$ cat config.mk
export PLATFORM = sky130hd
export DESIGN_NAME = apb_master_gen2
export DESIGN_NICKNAME = d
export VERILOG_FILES = /design/src/rtl/apb_master_gen2_pkg.sv /design/src/rtl/apb_master_gen2_rsp_mux.sv /design/src/rtl/apb_master_gen2.sv
export SDC_FILE = /design/constraint.sdc
export NUM_CORES = 1
export LEC_CHECK = 0
export BUFFER_PORTS_ARGS = -buffer_cell sky130_fd_sc_hd__buf_2
export CAP_MARGIN = 20
export CORE_UTILIZATION = 38
export CTS_CLUSTER_DIAMETER = 40
export DETAILED_ROUTE_END_ITERATION = 12
export GPL_TIMING_DRIVEN = 0
export PLACE_DENSITY = 0.79
export SYNTH_ARGS = -nofsm -noshare
export SYNTH_HDL_FRONTEND = slang
export SYNTH_SLANG_ARGS = --single-unit
$ cat constraint.sdc
create_clock -name PCLK -period 2.5 [get_ports PCLK]
set_input_delay 0.375 -clock PCLK [delete_from_list [all_inputs] [get_ports PCLK]]
set_output_delay 0.375 -clock PCLK [all_outputs]
set_load 0.02 [all_outputs]
$ cat src/rtl/apb_master_gen2_pkg.sv
// Shared types and helpers for the APB4 master.
// Latency: n/a (types, constants and a constant function only).
// Backpressure: n/a.
// Contents: apb_state_t FSM encoding, sel_w() slave-select width helper,
// response codes packed as {timeout, err}.
package apb_pkg;

  typedef enum logic [1:0] {
    IDLE   = 2'd0,
    SETUP  = 2'd1,
    ACCESS = 2'd2,
    RESP   = 2'd3
  } apb_state_t;

  // Number of top address bits used to pick a slave. Kept at least 1 so that
  // index vectors never collapse to zero width.
  function automatic int sel_w(input int num_slaves);
    return (num_slaves > 1) ? $clog2(num_slaves) : 1;
  endfunction

  // Response codes, laid out as {rsp_timeout, rsp_err}.
  localparam logic [1:0] RSP_OKAY    = 2'b00;
  localparam logic [1:0] RSP_SLVERR  = 2'b01;
  localparam logic [1:0] RSP_TIMEOUT = 2'b11;

endpackage

$ cat src/rtl/apb_master_gen2_rsp_mux.sv
// Per-slave APB response selector (PREADY/PRDATA/PSLVERR by slave index).
// Latency: purely combinational, zero cycles.
// Backpressure: none; unselected slaves are never observed.
// Ports: idx (slave index), PREADY/PRDATA/PSLVERR (all slaves, flattened),
//        sel_ready/sel_rdata/sel_err (selected slave only).
module apb_rsp_mux
  import apb_pkg::*;
#(
  parameter int NUM_SLAVES = 4,
  parameter int DATA_W     = 32,
  parameter int SEL_W      = sel_w(NUM_SLAVES)
) (
  input  logic [SEL_W-1:0]             idx,
  input  logic [NUM_SLAVES-1:0]        PREADY,
  input  logic [NUM_SLAVES*DATA_W-1:0] PRDATA,
  input  logic [NUM_SLAVES-1:0]        PSLVERR,
  output logic                         sel_ready,
  output logic [DATA_W-1:0]            sel_rdata,
  output logic                         sel_err
);

  // NUM_SLAVES is a power of two, so every idx value names a real slave.
  always_comb begin
    sel_ready = PREADY[idx];
    sel_err   = PSLVERR[idx];
    sel_rdata = PRDATA[idx*DATA_W +: DATA_W];
  end

endmodule

$ cat src/rtl/apb_master_gen2.sv
// APB4 master: CPU valid/ready request -> NUM_SLAVES APB slaves -> held response.
// Latency: zero-wait transfer gives rsp_valid 3 cycles after acceptance; +1 per wait state.
// Backpressure: one transfer in flight; req_ready low until the response is consumed.
// Ports: PCLK/PRESET (sync, active-high); req_* request channel; rsp_* response
//        channel (held until rsp_ready); P* APB4 master bus with per-slave
//        PREADY/PRDATA/PSLVERR.
module apb_master_gen2
  import apb_pkg::*;
#(
  parameter int ADDR_W     = 8,
  parameter int DATA_W     = 32,
  parameter int NUM_SLAVES = 4,
  parameter int TIMEOUT    = 16
) (
  input  logic                         PCLK,
  input  logic                         PRESET,
  input  logic                         req_valid,
  output logic                         req_ready,
  input  logic                         req_write,
  input  logic [ADDR_W-1:0]            req_addr,
  input  logic [DATA_W-1:0]            req_wdata,
  input  logic [DATA_W/8-1:0]          req_strb,
  output logic                         rsp_valid,
  input  logic                         rsp_ready,
  output logic [DATA_W-1:0]            rsp_rdata,
  output logic                         rsp_err,
  output logic                         rsp_timeout,
  output logic [NUM_SLAVES-1:0]        PSEL,
  output logic                         PENABLE,
  output logic [ADDR_W-1:0]            PADDR,
  output logic                         PWRITE,
  output logic [DATA_W-1:0]            PWDATA,
  output logic [DATA_W/8-1:0]          PSTRB,
  input  logic [NUM_SLAVES-1:0]        PREADY,
  input  logic [NUM_SLAVES*DATA_W-1:0] PRDATA,
  input  logic [NUM_SLAVES-1:0]        PSLVERR
);

  localparam int SEL_W  = sel_w(NUM_SLAVES);
  localparam int STRB_W = DATA_W / 8;
  localparam int CNT_W  = (TIMEOUT > 0) ? $clog2(TIMEOUT + 1) : 1;
  localparam bit TO_EN  = (TIMEOUT != 0);
  // Terminal count: the ACCESS cycle with this count is the last one allowed.
  localparam logic [CNT_W-1:0] CNT_LAST = (TIMEOUT > 0) ? CNT_W'(TIMEOUT - 1) : '0;

  apb_state_t         state, state_nxt;
  logic [SEL_W-1:0]   idx_q;
  logic [CNT_W-1:0]   wait_cnt;
  logic               accept;
  logic               done_ok;
  logic               done_to;
  logic               sel_ready;
  logic               sel_err;
  logic [DATA_W-1:0]  sel_rdata;
  logic [SEL_W-1:0]   req_idx;

  assign req_idx = req_addr[ADDR_W-1 -: SEL_W];

  apb_rsp_mux #(
    .NUM_SLAVES (NUM_SLAVES),
    .DATA_W     (DATA_W),
    .SEL_W      (SEL_W)
  ) u_rsp_mux (
    .idx       (idx_q),
    .PREADY    (PREADY),
    .PRDATA    (PRDATA),
    .PSLVERR   (PSLVERR),
    .sel_ready (sel_ready),
    .sel_rdata (sel_rdata),
    .sel_err   (sel_err)
  );

  // State register.
  always_ff @(posedge PCLK) begin
    if (PRESET) begin
      state <= IDLE;
    end else begin
      state <= state_nxt;
    end
  end

  // Next state plus single-cycle event strobes for the datapath.
  always_comb begin
    state_nxt = state;
    accept    = 1'b0;
    done_ok   = 1'b0;
    done_to   = 1'b0;
    case (state)
      IDLE: begin
        if (req_valid && req_ready) begin
          accept    = 1'b1;
          state_nxt = SETUP;
        end
      end
      SETUP: begin
        state_nxt = ACCESS;
      end
      ACCESS: begin
        // A slave completing on the terminal cycle beats the timeout.
        if (sel_ready) begin
          done_ok   = 1'b1;
          state_nxt = RESP;
        end else if (TO_EN && (wait_cnt == CNT_LAST)) begin
          done_to   = 1'b1;
          state_nxt = RESP;
        end
      end
      RESP: begin
        if (rsp_ready) begin
          state_nxt = IDLE;
        end
      end
      default: begin
        state_nxt = IDLE;
      end
    endcase
  end

  // Registered outputs are computed from state_nxt so each one lines up with
  // the state it describes, without any combinational path to a port.
  always_ff @(posedge PCLK) begin
    if (PRESET) begin
      req_ready   <= 1'b0;
      rsp_valid   <= 1'b0;
      rsp_rdata   <= '0;
      rsp_err     <= 1'b0;
      rsp_timeout <= 1'b0;
      PSEL        <= '0;
      PENABLE     <= 1'b0;
      PADDR       <= '0;
      PWRITE      <= 1'b0;
      PWDATA      <= '0;
      PSTRB       <= '0;
      idx_q       <= '0;
      wait_cnt    <= '0;
    end else begin
      req_ready <= (state_nxt == IDLE);
      rsp_valid <= (state_nxt == RESP);
      PENABLE   <= (state_nxt == ACCESS);

      if (accept) begin
        PADDR  <= req_addr;
        PWRITE <= req_write;
        PWDATA <= req_wdata;
        PSTRB  <= req_write ? req_strb : STRB_W'(0);
        idx_q  <= req_idx;
        PSEL   <= NUM_SLAVES'(1) << req_idx;
      end else if ((state_nxt == RESP) || (state_nxt == IDLE)) begin
        PSEL <= '0;
      end

      if (state == SETUP) begin
        wait_cnt <= '0;
      end else if ((state == ACCESS) && (state_nxt == ACCESS)) begin
        wait_cnt <= wait_cnt + CNT_W'(1);
      end

      if (done_ok) begin
        {rsp_timeout, rsp_err} <= sel_err ? RSP_SLVERR : RSP_OKAY;
        rsp_rdata <= (!PWRITE && !sel_err) ? sel_rdata : '0;
      end else if (done_to) begin
        {rsp_timeout, rsp_err} <= RSP_TIMEOUT;
        rsp_rdata <= '0;
      end
    end
  end

endmodule

=== Yosys cells after proc, flatten, opt, wreduce, memory -nomap -nowiden ===
Cells that the tools add are included.

* Register bits after elaboration: 95
* Memories kept: 0
* Logic and storage cells: 61
* Input port bits: 185
* Output and inout port bits: 86
* Memory bits (read-only): 0
* Bits in writable memories: 0
* Latch bits: 0

* Mux-type cells: 26
* Bitwise gates (word level): 0
* Div/mod/pow operators: 0
* Add/sub/neg operators: 1
* Magnitude comparators: 1
* Eq/ne operators: 6
* Multipliers: 0
* Reduce and logical (&&, ||, !) cells: 11
* Shift operators: 2

{| class="wikitable"
|+ Operator list
! cell !! count
|-
| $shiftx 128x8->32 || 1
|-
| $mux 32 || 3
|-
| $mux 1 || 13
|-
| $mux 4 || 3
|-
| $eq 2x2->1 const B || 4
|-
| $mux 2 || 4
|-
| $pmux 2 s4 || 1
|-
| $add 5x1->5 const B || 1
|-
| $eq 5x4->1 const B || 1
|-
| $bmux 1 s2 || 2
|-
| $logic_not 2->1 || 2
|-
| $reduce_bool 2->1 || 2
|-
| $shl 1x2->4 const A || 1
|-
| $logic_and 1x1->1 || 3
|-
| $lt 2x3->1 const B || 1
|-
| $eq 2x1->1 const B || 1
|-
| $logic_not 1->1 || 2
|-
| $reduce_or 2->1 || 1
|-
| $logic_or 1x1->1 || 1
|}

=== Longest topological paths before layout ===
Gate-level depths: netlist (run 1).

* Depth in word-level cells: 8
* Mapped depth: 11
* Mapped depth without buffers: 10

=== Hierarchy ===
From an unflattened synthesis (run 1), not the netlist that was laid out.

* Cell total of the unflattened synthesis: 472
* Area total of the unflattened synthesis: 4398.0 sq um

{| class="wikitable"
|+ Modules (own cells, without submodules)
! module !! cells an instance !! times used !! sequential area each (sq um) !! area an instance (sq um)
|-
| apb_master_gen2 || 430 || 1 || 1861.8 || 3527.1
|-
| apb_rsp_mux || 42 || 1 || 0.0 || 870.8
|}

=== Worst setup path before layout (run 1) ===
Ideal clock, no wire load.

* Path kind: reg-to-reg
* From: reg, netlist name PADDR[6]
* To: reg wait_cnt[3]
* Clock period less this slack: 2575 ps
* Library setup time: 58 ps
* Cell stages (with the launch flop): 10
* Data arrival time: 2518 ps
* Setup slack: -75 ps
* Buffers on the path: 1
* Data required time: 2442 ps
* Cells stage by stage: dfxtp_1 > buf_6 > mux4_2 > or3_1 > a31oi_2 > ha_1 > and4_1 > nand2_1 > a21boi_0 > o21a_1

{| class="wikitable"
|+ RTL lines
! item !! RTL line !! source
|-
| end signal: assignment || apb_master_gen2.sv:155 || <nowiki>wait_cnt <= wait_cnt + CNT_W'(1);</nowiki>
|-
| end: declaration || apb_master_gen2.sv:48 || <nowiki>logic [CNT_W-1:0] wait_cnt;</nowiki>
|}

==> results.md, run 1 <==
- Maxcap violations: 0
- Post-synth EDFFs: 0
- Effective utilization at floorplan: 39.62%
- R2r worst-path depth: 9
- Slew Limit Fails: 0
- Power Total: 0.003477 W
- DP Wirelength: 11.08 mm
- Static leakage: 2.789 nW
- First-pass GRT wire length: 20.42 mm
- Synth Area in Adders: 1.509%
- FF-to-FF End: wait_cnt[1]
- Req. time, crit path: 2.81 ns
- Die Span X: 106.4 microns
- Ys async rst share: 0%
- Post-synthesis mux area share: 19.02%
- Complex-gate fraction of the synthesized area: 15.94%
- Slew @ Worst Pin: 0.6635 ns
- Reg clk slew, reported paths: 0.10 ns
- Final std cells w/o fill: 825
- Kind of launch point of the worst setup path: register
- GR Util All Layers: 23.49%
- WL/cell: 16.76 microns
- Pin count of the biggest net entering global routing: 17
- Seq pwr share: 45.7%
- Largest family of logic cells by synthesized area: multiplexers
- CTS tree: built
- Post-synth top area share: 44.91%
- # H-tree levels: 3
- RD Place Congestion: 0.8402
- Mapped cell area: 4145 sq um
- Fin. Hold Viols: 0
- Synth warn: 0
- Placed cell count: 803
- Most common cell in the netlist: dfxtp_1
- Post-route DRC: 0
- Post-DRT Antenna Nets: 0
- Largest cells by area after synthesis: dfxtp_1, mux4_2, nand2_1
- Arr. time, crit path: 2.70 ns
- Cell taking the most area after synthesis: dfxtp_1
- Clock power frac: 32.9%
- CP top delay family: simple AND/OR/NAND/NOR gates
- Critical Path Max Stage Delay: 0.40 ns
- Count of cell types in the netlist: 34
- Switch share: 28.15%
- Final Net Count: 874
- CP Capture Type: register
- Pwr/cell area: 581.1 nW/um^2
- Internal reg-to-reg setup slack: 0.10 ns
- Synth cell count leaders: dfxtp_1, nand2_1, a21oi_1
- Post-Syn Nets: 588
- CP Max Fanout: 8
- Clock buffer depth: 2
- Crit path from: PADDR[7]
- Fmax: 417.1 MHz
- Final period utilization: 95.90%
- Clock tree sinks: 93
- DR iter-0 viols: 192
- Die area: 11,330 sq um
- Cell Rows: 37
- I/O Buffers: 269
- Hold slack: 0.2340 ns
- NetSw: 0.0009786 W
- Core area: 10,460 sq um
- Die height: 106.4 microns
- Drt total wl: 13.83 mm
- Primary FF master, synth: dfxtp_1
- Vias in the first global route: 4,131
- Global route overflow: 0
- Min-Delay Path Class: in -> reg
- CP Capture Point: wait_cnt[1]
- Status: complete, no violations
- Register area share after synthesis: 44.91%
- R2R Path Start: PADDR[7]
- Mapped Cells: 398
- Syn_area_per_cell: 10.42 sq um
- WP buf/inv: 1
- Num CTS Buffers: 9
- Simple-gate area share of the yosys netlist: 14.01%
- Final setup skew: 0.01382 ns
- Via density per instance: 5.092
- Antenna Cells: 0
- XOR/XNOR Fraction of Synth Area: 0%
- Final Critical Period: 2.398 ns
- FF+latch count, synth: 93
- CP max stage cell: mux4_2
- CP Cell Sequence: clkbuf_2 -> mux4_2 -> or3_4 -> a31oi_4 -> ha_4 -> nor2b_2 -> a22o_1 -> a22oi_1 -> nor2_1
- Drt first pass iters: 5
- Share of layout cells above drive strength 1: 50.94%
- Initial antenna violation count: 0
- IO Pins: 271
- Gate power share: 21.4%
- Worst skew pair latency: 0.37 ns
- Final setup vio count: 0
- Max_slew headroom: 55.76%
- Critical Path Stages: 9
- Crit Path Class: reg -> reg
- Maximum VDD drop: 0.3231 mV
- Area Growth Syn to Fin: 44.34%
- Root buffer cell: clkbuf_8
- Int Pwr: 0.002498 W
- Via count: 4,201
## per-layer routing
layer  vias to the layer above  GRT usage, %  routed length, microns
met5                         -             0                       0
met4                         0         9.883                     365
met3                        27         4.721                     935
met2                       176         42.67                    7135
met1                      1982         26.63                    5392
li1                       2016             -                       -
## cells in the final DEF, fill, tap and decap left out, types with 3 or more instances in the layout
master	count
a22o_1	34
nand3_1	7
mux4_1	3
inv_1	4
nor2b_1	4
clkbuf_1	19
ha_1	4
a22oi_1	3
buf_2	277
a21oi_1	53
dfxtp_1	91
nand2_1	89
clkbuf_8	10
mux4_2	31
nand3b_1	6
buf_4	8
buf_6	3
nor2_1	8
## power by group through the flow
stage	logic (W)	clock network, W	registers, W
floorplan	0.000336	0	0.00169
global route	0.000804	0.00124	0.00160
CTS	0.000736	0.00117	0.00158
global placement	0.000693	0	0.00161
finish	0.000744	0.00114	0.00159
detailed placement	0.000713	0	0.00162
## state kept, by name, summed over array words and instances (netlist names), 2 cells and up
name	flops
state	2
PADDR	8
rsp_rdata	32
PSEL	4
wait_cnt	5
PSTRB	4
PWDATA	32
## worst min-delay path, delay by kind of cell
kind / cells / cell delay, ns
buffers and inverters: 1 / 0.09
AOI/OAI and AO/OA: 1 / 0.05
and+or+nand+nor: 1 / 0.05
## metrics by stage
stage	util [%]	cell area [sq um]	setup slack [ns]	TNS, ns
6_report	57.19	5983	0.1024	0
5_1_grt	57.19	5983	-0.01162	-0.01162
4_1_cts	56.71	5933	0.03933	0
3_5_place_dp	54.13	5663	-0.4433	-2.816
3_3_place_gp	54.13	5663	-0.4042	-2.528
2_1_floorplan	-	4146	0.0001885	0
## how the worst min path moves through the flow
stage,startpoint,to,cells after the start
2_1_floorplan,wait_cnt[4],wait_cnt[4],2
3_3_place_gp,PWDATA[28],PWDATA[28],2
3_5_place_dp,PWDATA[6],PWDATA[6],2
4_1_cts,req_wdata[28],PWDATA[28],3
5_1_grt,req_wdata[28],PWDATA[28],3
6_report,req_wdata[28],PWDATA[28],3
## what timing repair did
action | CTS | global route
resized for setup | 5 | 9
endpoints found under the setup margin | 10 | 4
cloned | 0 | 0
pin swaps | 1 | 2
hold buffers | 0 | 0
setup buffers | 2 | 5
## cells by family after synthesis
family          Yosys count
simple gates            126
compound gates           99
flops                    93
buf+inv                  40
mux                      35
fa+ha+maj                 5
## cell type report
class,instances,area (sq um)
fillers,934,4479
flip-flops and latches,93,1864
plain buffers,34,177.7
clock inverters,6,92.59
well taps,136,170.2
multi-input cells,265,2123
inverters,5,18.77
repair buffers,276,1399
clock buffers,10,137.6
Note: power is estimated with default switching activity, not from simulation.
==> inputs of run 2 (changes only) <==
--- a/config.mk
+++ b/config.mk
@@ -12,6 +12,9 @@
 export DETAILED_ROUTE_END_ITERATION = 12
 export GPL_TIMING_DRIVEN = 0
 export PLACE_DENSITY = 0.79
+export REMOVE_ABC_BUFFERS = 1
+export SLEW_MARGIN = 20
 export SYNTH_ARGS = -nofsm -noshare
 export SYNTH_HDL_FRONTEND = slang
 export SYNTH_SLANG_ARGS = --single-unit
+export TNS_END_PERCENT = 1
==> run 2 against run 1 <==
Sequential cell count is the same; sequential share of layout area grew 0.27 points; fmax grew 0.87%; utilization shrank 0.26 points; non-clock buffer count shrank 28; final cell count shrank 3.0%; first-iteration DRC count grew 22%; register-to-register slack gained 0.02 ns.
==> results.md, run 2 (synthesis results as in run 1) <==
- Core area: 10,460 sq um (unchanged)
- Crit path from: wait_cnt[0]
- Num CTS Buffers: 9 (unchanged)
- First-pass GRT wire length: 19.26 mm (-5.7%)
- DP Worst Slack: -0.6556 ns (-0.2122 ns)
- Min-Delay Path Class: in -> reg
- Status: complete, no violations
- GR Util All Layers: 22.06% (-1.4 points)
- WP buf/inv: 0 (-1)
- Initial antenna violation count: 2 (+2)
- CTS tree: built
- Final period utilization: 95.08% (-0.82 points)
- Final setup TNS: 0 ns (unchanged)
- Drt total wl: 12.87 mm (-7.0%)
- Hold slack: 0.2379 ns (+0.003843 ns)
- Worst skew pair latency: 0.36 ns (about the same)
- Final setup vio count: 0 (unchanged)
- Critical Path Max Stage Delay: 0.38 ns (-0.02 ns)
- I/O Buffers: 270 (+0.37%)
- Final Net Count: 847 (-3.1%)
- DP Wirelength: 9.527 mm (-14%)
- WL/cell: 16.08 microns (-4.1%)
- CP Capture Type: register
- Post-DRT Antenna Nets: 0 (unchanged)
- Slew Limit Fails: 0 (unchanged)
- Clock tree sinks: 93 (unchanged)
- # H-tree levels: 3 (unchanged)
- Final setup skew: 0.01494 ns (+0.001120 ns)
- Kind of launch point of the worst setup path: register
- Most common cell after layout, fill and taps aside: buf_2
- RSZ-0062 raised after global routing: no
- Die height: 106.4 microns (unchanged)
- CP top delay family: simple AND/OR/NAND/NOR gates
- Final Critical Period: 2.377 ns (-0.02060 ns)
- DR iter-0 viols: 235 (+22%)
- Global route overflow: 0 (unchanged)
- Via density per instance: 5.086 (-0.12%)
- Root buffer cell: clkbuf_8
- Arr. time, crit path: 2.68 ns (-0.02 ns)
- Slew @ Worst Pin: 0.7629 ns (+0.09934 ns)
- IO Pins: 271 (unchanged)
- Post-route DRC: 0 (unchanged)
- RD Place Congestion: 0.8672 (+3.2%)
- Die area: 11,330 sq um (unchanged)
- Hold_sp: req_addr[1]
- Die Span X: 106.4 microns (unchanged)
- R2R Path Start: wait_cnt[0]
- Vias in the first global route: 3,956 (-4.2%)
- CP max stage cell: or3_4
- Crit Path Class: reg -> reg
- Pwr/cell area: 581.4 nW/um^2 (about the same)
- Pin count of the biggest net entering global routing: 64 (+47)
- CP Cell Sequence: ha_2 -> and3_1 -> ha_1 -> or3_4 -> a31oi_4 -> ha_4 -> and4_4 -> nand2_1 -> a21boi_0 -> o21a_1
- Dpl cell area: 5565 sq um (-1.7%)
- Via count: 4,069 (-3.1%)
- Post-route cell area: 5956 sq um (-0.46%)
- Area Growth Syn to Fin: 43.68%
- Maxcap violations: 0 (unchanged)
- Cell Rows: 37 (unchanged)
- Share of layout cells above drive strength 1: 52.57% (+1.6 points)
- Clock buffer depth: 2 (unchanged)
- Max_slew headroom: 49.02% (-6.7 points)
- CP Max Fanout: 5 (-3)
- Maximum VDD drop: 0.3348 mV (+3.6%)
- Final WS setup: 0.1230 ns (+0.02060 ns)
- Biggest regs: PWDATA (32), rsp_rdata (32), PADDR (8)
- Fin. Hold Viols: 0 (unchanged)
- Req. time, crit path: 2.80 ns (about the same)
- Commonest non-fill, non-tap cells in the layout: buf_2, dfxtp_1, nand2_1
- Static leakage: 2.754 nW (-1.3%)
- Final core occ: 56.92% (-0.26 points)
- Drt first pass iters: 5 (unchanged)
- Reg clk slew, reported paths: 0.10 ns (about the same)
- Fmax: 420.7 MHz (+0.87%)
- Effective utilization at floorplan: 39.62% (unchanged)
- CTS Hold Buffers Added: 0 (unchanged)
[run 2: changes by cell type in the layout (fill, tap and decap cells not counted), moves of 3 or more]
cell	before	now
clkbuf_1	19	0
buf_2	277	269
buf_12	0	4
buf_6	3	0
inv_8	0	3
[run 2: worst reg2reg max path, cell delays in order (launching register included)]
cell      delay, ns
dfxtp_2        0.35
ha_2           0.19
and3_1         0.18
ha_1           0.21
or3_4          0.38
a31oi_4        0.26
ha_4           0.19
and4_4         0.23
nand2_1        0.05
a21boi_0       0.15
o21a_1         0.14
[run 2: final timing paths]
kind / endpoint / slack (ns) / cells after the start
hold reg to reg: PWDATA[20] / 0.46 / 2
setup / recovery: wait_cnt[3] / 0.12 / 10
hold / removal: PADDR[1] / 0.24 / 3
setup reg to reg: wait_cnt[3] / 0.12 / 10
[run 2: stage by stage]
step	cells	power, W
floorplan	363	0.001993
global placement	769	0.002267
finish	800	0.003463
global route	800	0.003631
detailed placement	772	0.002308
CTS	793	0.003466
[run 2: cell type report]
| class | count | area, sq um |
|---|---|---|
| clock buffers | 10 | 148.9 |
| diodes | 2 | 5.005 |
| well taps | 136 | 170.2 |
| flip-flops and latches | 93 | 1872 |
| inverters | 5 | 18.77 |
| fillers | 908 | 4507 |
| clock inverters | 6 | 81.33 |
| repair buffers | 282 | 1511 |
| multi-input cells | 266 | 2148 |
[run 2: layer usage]
layer | track usage, % | part of all wire [%] | vias up
met1 | 25.52 | 39 | 1904
met2 | 38.36 | 53 | 178
met5 | 0 | 0 | -
met3 | 5.825 | 6.4 | 23
li1 | - | - | 1964
met4 | 9.491 | 2.4 | 0
[run 2: power breakdown]
group | switching [W] | internal [W]
clock network | 0.000590 | 0.000550
logic | 0.000369 | 0.000360
registers | 0.0000466 | 0.00155
[run 2: timing repair]
item | CTS | global route
setup endpoints to repair | 44 | 5
buffers inserted | 4 | 4
gates cloned | 1 | 1
hold endpoints to repair | 0 | 0
pin swaps | 1 | 2
resized for setup | 6 | 5
==> inputs of run 3 (changes only) <==
--- a/config.mk
+++ b/config.mk
@@ -12,6 +12,7 @@
 export DETAILED_ROUTE_END_ITERATION = 12
 export GPL_TIMING_DRIVEN = 0
 export PLACE_DENSITY = 0.79
+export RECOVER_POWER = 100
 export REMOVE_ABC_BUFFERS = 1
 export SLEW_MARGIN = 20
 export SYNTH_ARGS = -nofsm -noshare
==> run 3 against run 2 <==
Final cell count stayed put; utilization down 1.1 points; sequential power about the same; worst hold slack got worse by 0.0044 ns; register-to-register slack hardly changed; count of clock-buffer cells in the layout stayed put; critical path type unchanged; highest routed layer unchanged.
==> results.md, run 3 (synthesis results as in run 1) <==
- Status: complete, no violations
- Final setup vio count: 0 (unchanged)
- Via count: 4,091 (+0.54%)
- DP Wirelength: 9.527 mm (unchanged)
- # H-tree levels: 3 (unchanged)
- Static leakage: 2.387 nW (-13%)
- Max_slew headroom: 49.32% (+0.30 points)
- RSZ-0062 raised after global routing: no
- Post-route cell area: 5838 sq um (-2.0%)
- Arr. time, crit path: 2.68 ns (about the same)
- I/O Buffers: 270 (unchanged)
- Seq pwr share: 46.3% (+0.3 points)
- GR Util All Layers: 22.06% (unchanged)
- DR iter-0 viols: 235 (unchanged)
- Reg clk slew, reported paths: 0.10 ns (about the same)
- Pwr/cell area: 589.9 nW/um^2 (+1.5%)
- Final Critical Period: 2.372 ns (-0.005472 ns)
- Post-DRT Antenna Nets: 0 (unchanged)
- Dpl cell area: 5565 sq um (unchanged)
- IO Pins: 271 (unchanged)
- Drt first pass iters: 4 (-1)
- Die area: 11,330 sq um (unchanged)
- Final Net Count: 847 (unchanged)
- Min-Delay Path Class: in -> reg
- Via density per instance: 5.114 (+0.54%)
- Share of layout cells above drive strength 1: 39.43% (-13 points)
- Die Span X: 106.4 microns (unchanged)
- First-pass GRT wire length: 19.26 mm (unchanged)
- Final setup skew: 0.01475 ns (-0.0001970 ns)
- Clock tree sinks: 93 (unchanged)
- CTS tree: built
- Commonest non-fill, non-tap cells in the layout: buf_2, dfxtp_1, nand2_1
- Drt total wl: 12.92 mm (+0.40%)
- Slew @ Worst Pin: 0.7584 ns (-0.004510 ns)
- CTS Hold Buffers Added: 0 (unchanged)
- CP Capture Type: register
- Pin count of the biggest net entering global routing: 64 (unchanged)
- Gate power share: 20.7% (-0.4 points)
- Final setup TNS: 0 ns (unchanged)
- Vias in the first global route: 3,956 (unchanged)
- Post-route DRC: 0 (unchanged)
- Clock buffer depth: 2 (unchanged)
- CP Max Fanout: 5 (unchanged)
- NetSw: 0.001006 W (about the same)
- Die height: 106.4 microns (unchanged)
- Power Total: 0.003444 W (-0.54%)
- Maxcap violations: 0 (unchanged)
- Slew Limit Fails: 0 (unchanged)
- Clock power frac: 33.0% (about the same)
- Most common cell after layout, fill and taps aside: buf_2
- Fmax: 421.7 MHz (+0.23%)
- Int Pwr: 0.002438 W (-0.75%)
- Area Growth Syn to Fin: 40.84%
- Core area: 10,460 sq um (unchanged)
- Root buffer cell: clkbuf_8
- RD Place Congestion: 0.8672 (unchanged)
- Final period utilization: 94.86% (-0.22 points)
- Biggest regs: PWDATA (32), rsp_rdata (32), PADDR (8)
- Effective utilization at floorplan: 39.62% (unchanged)
- Worst skew pair latency: 0.37 ns (about the same)
- Kind of launch point of the worst setup path: register
- Req. time, crit path: 2.81 ns (about the same)
- Cell Rows: 37 (unchanged)
- Layout fillers: 953 (+5.0%)
- Switch share: 29.21% (+0.15 points)
- Final core occ: 55.80% (-1.1 points)
- Initial antenna violation count: 2 (unchanged)
- Fin. Hold Viols: 0 (unchanged)
- WL/cell: 16.15 microns (+0.40%)
- Global route overflow: 0 (unchanged)
- Crit Path Class: reg -> reg
- Maximum VDD drop: 0.3348 mV (about the same)
- Num CTS Buffers: 9 (unchanged)
[run 3: changes by cell type in the layout (fill, tap and decap cells not counted)]
| cell | delta |
|---|---|
| buf_2 | -85 |
| clkbuf_1 | +85 |
| buf_4 | -2 |
| clkbuf_2 | +1 |
| clkbuf_4 | +1 |
| dfxtp_1 | +1 |
| dfxtp_4 | -1 |
| nand3_1 | +1 |
| nand3_2 | -1 |
[run 3: routing by layer]
| layer | track usage, % | up-vias | wire length, microns |
|---|---|---|---|
| li1 | - | 1966 | - |
| met1 | 25.52 | 1917 | 4963 |
| met2 | 38.36 | 177 | 6694 |
| met3 | 5.825 | 31 | 863 |
| met4 | 9.491 | 0 | 394 |
| met5 | 0 | - | 0 |
[run 3: stage by stage]
step | std cells | hold slack, ns | setup WS (ns)
final | 800 | 0.2335 | 0.1285
after global routing | 800 | 0.2143 | 0.008665
after CTS | 793 | 0.2191 | 0.01309
after detailed placement | 772 | 0.4430 | -0.6556
after global placement | 769 | 0.4383 | -1.721
after floorplan | 363 | 0.4441 | -1.293
[run 3: worst paths after layout]
kind                             startpoint     endpoint  slack, ns  cells past startpoint
worst max-delay path            wait_cnt[0]  wait_cnt[3]       0.13                     10
worst min-delay path            req_addr[1]     PADDR[1]       0.23                      3
worst max register to register  wait_cnt[0]  wait_cnt[3]       0.13                     10
worst min register to register   PWDATA[21]   PWDATA[21]       0.46                      2
[run 3: worst max-delay path, cell delays in order (launching register included)]
cell,delay [ns]
dfxtp_2,0.35
ha_2,0.19
and3_1,0.18
ha_1,0.21
or3_4,0.38
a31oi_4,0.25
ha_4,0.19
and4_4,0.23
nand2_1,0.05
a21boi_0,0.15
o21a_1,0.14
[run 3: area by class of cell]
cell class,instances,area (sq um),area share [%]
multi-input cells,266,2143,36.71
flip-flops and latches,93,1868,32.00
well taps,136,170.2,2.915
clock inverters,6,81.33,1.393
repair buffers,282,1403,24.02
inverters,5,18.77,0.3215
clock buffers,10,148.9,2.550
diodes,2,5.005,0.08573
[run 3: what timing repair did]
action	4_1_cts	5_1_grt
endpoints found under the setup margin	44	5
gates resized for setup	6	5
pin swaps	1	2
gates cloned	1	1
setup buffers	4	4
[run 3: power groups by stage]
stage               logic, W  clock network [W]  registers, W
global route        0.000770            0.00124       0.00160
global placement    0.000614                  0       0.00165
floorplan           0.000270                  0       0.00172
CTS                 0.000707            0.00116       0.00160
finish              0.000711            0.00114       0.00160
detailed placement  0.000658                  0       0.00165
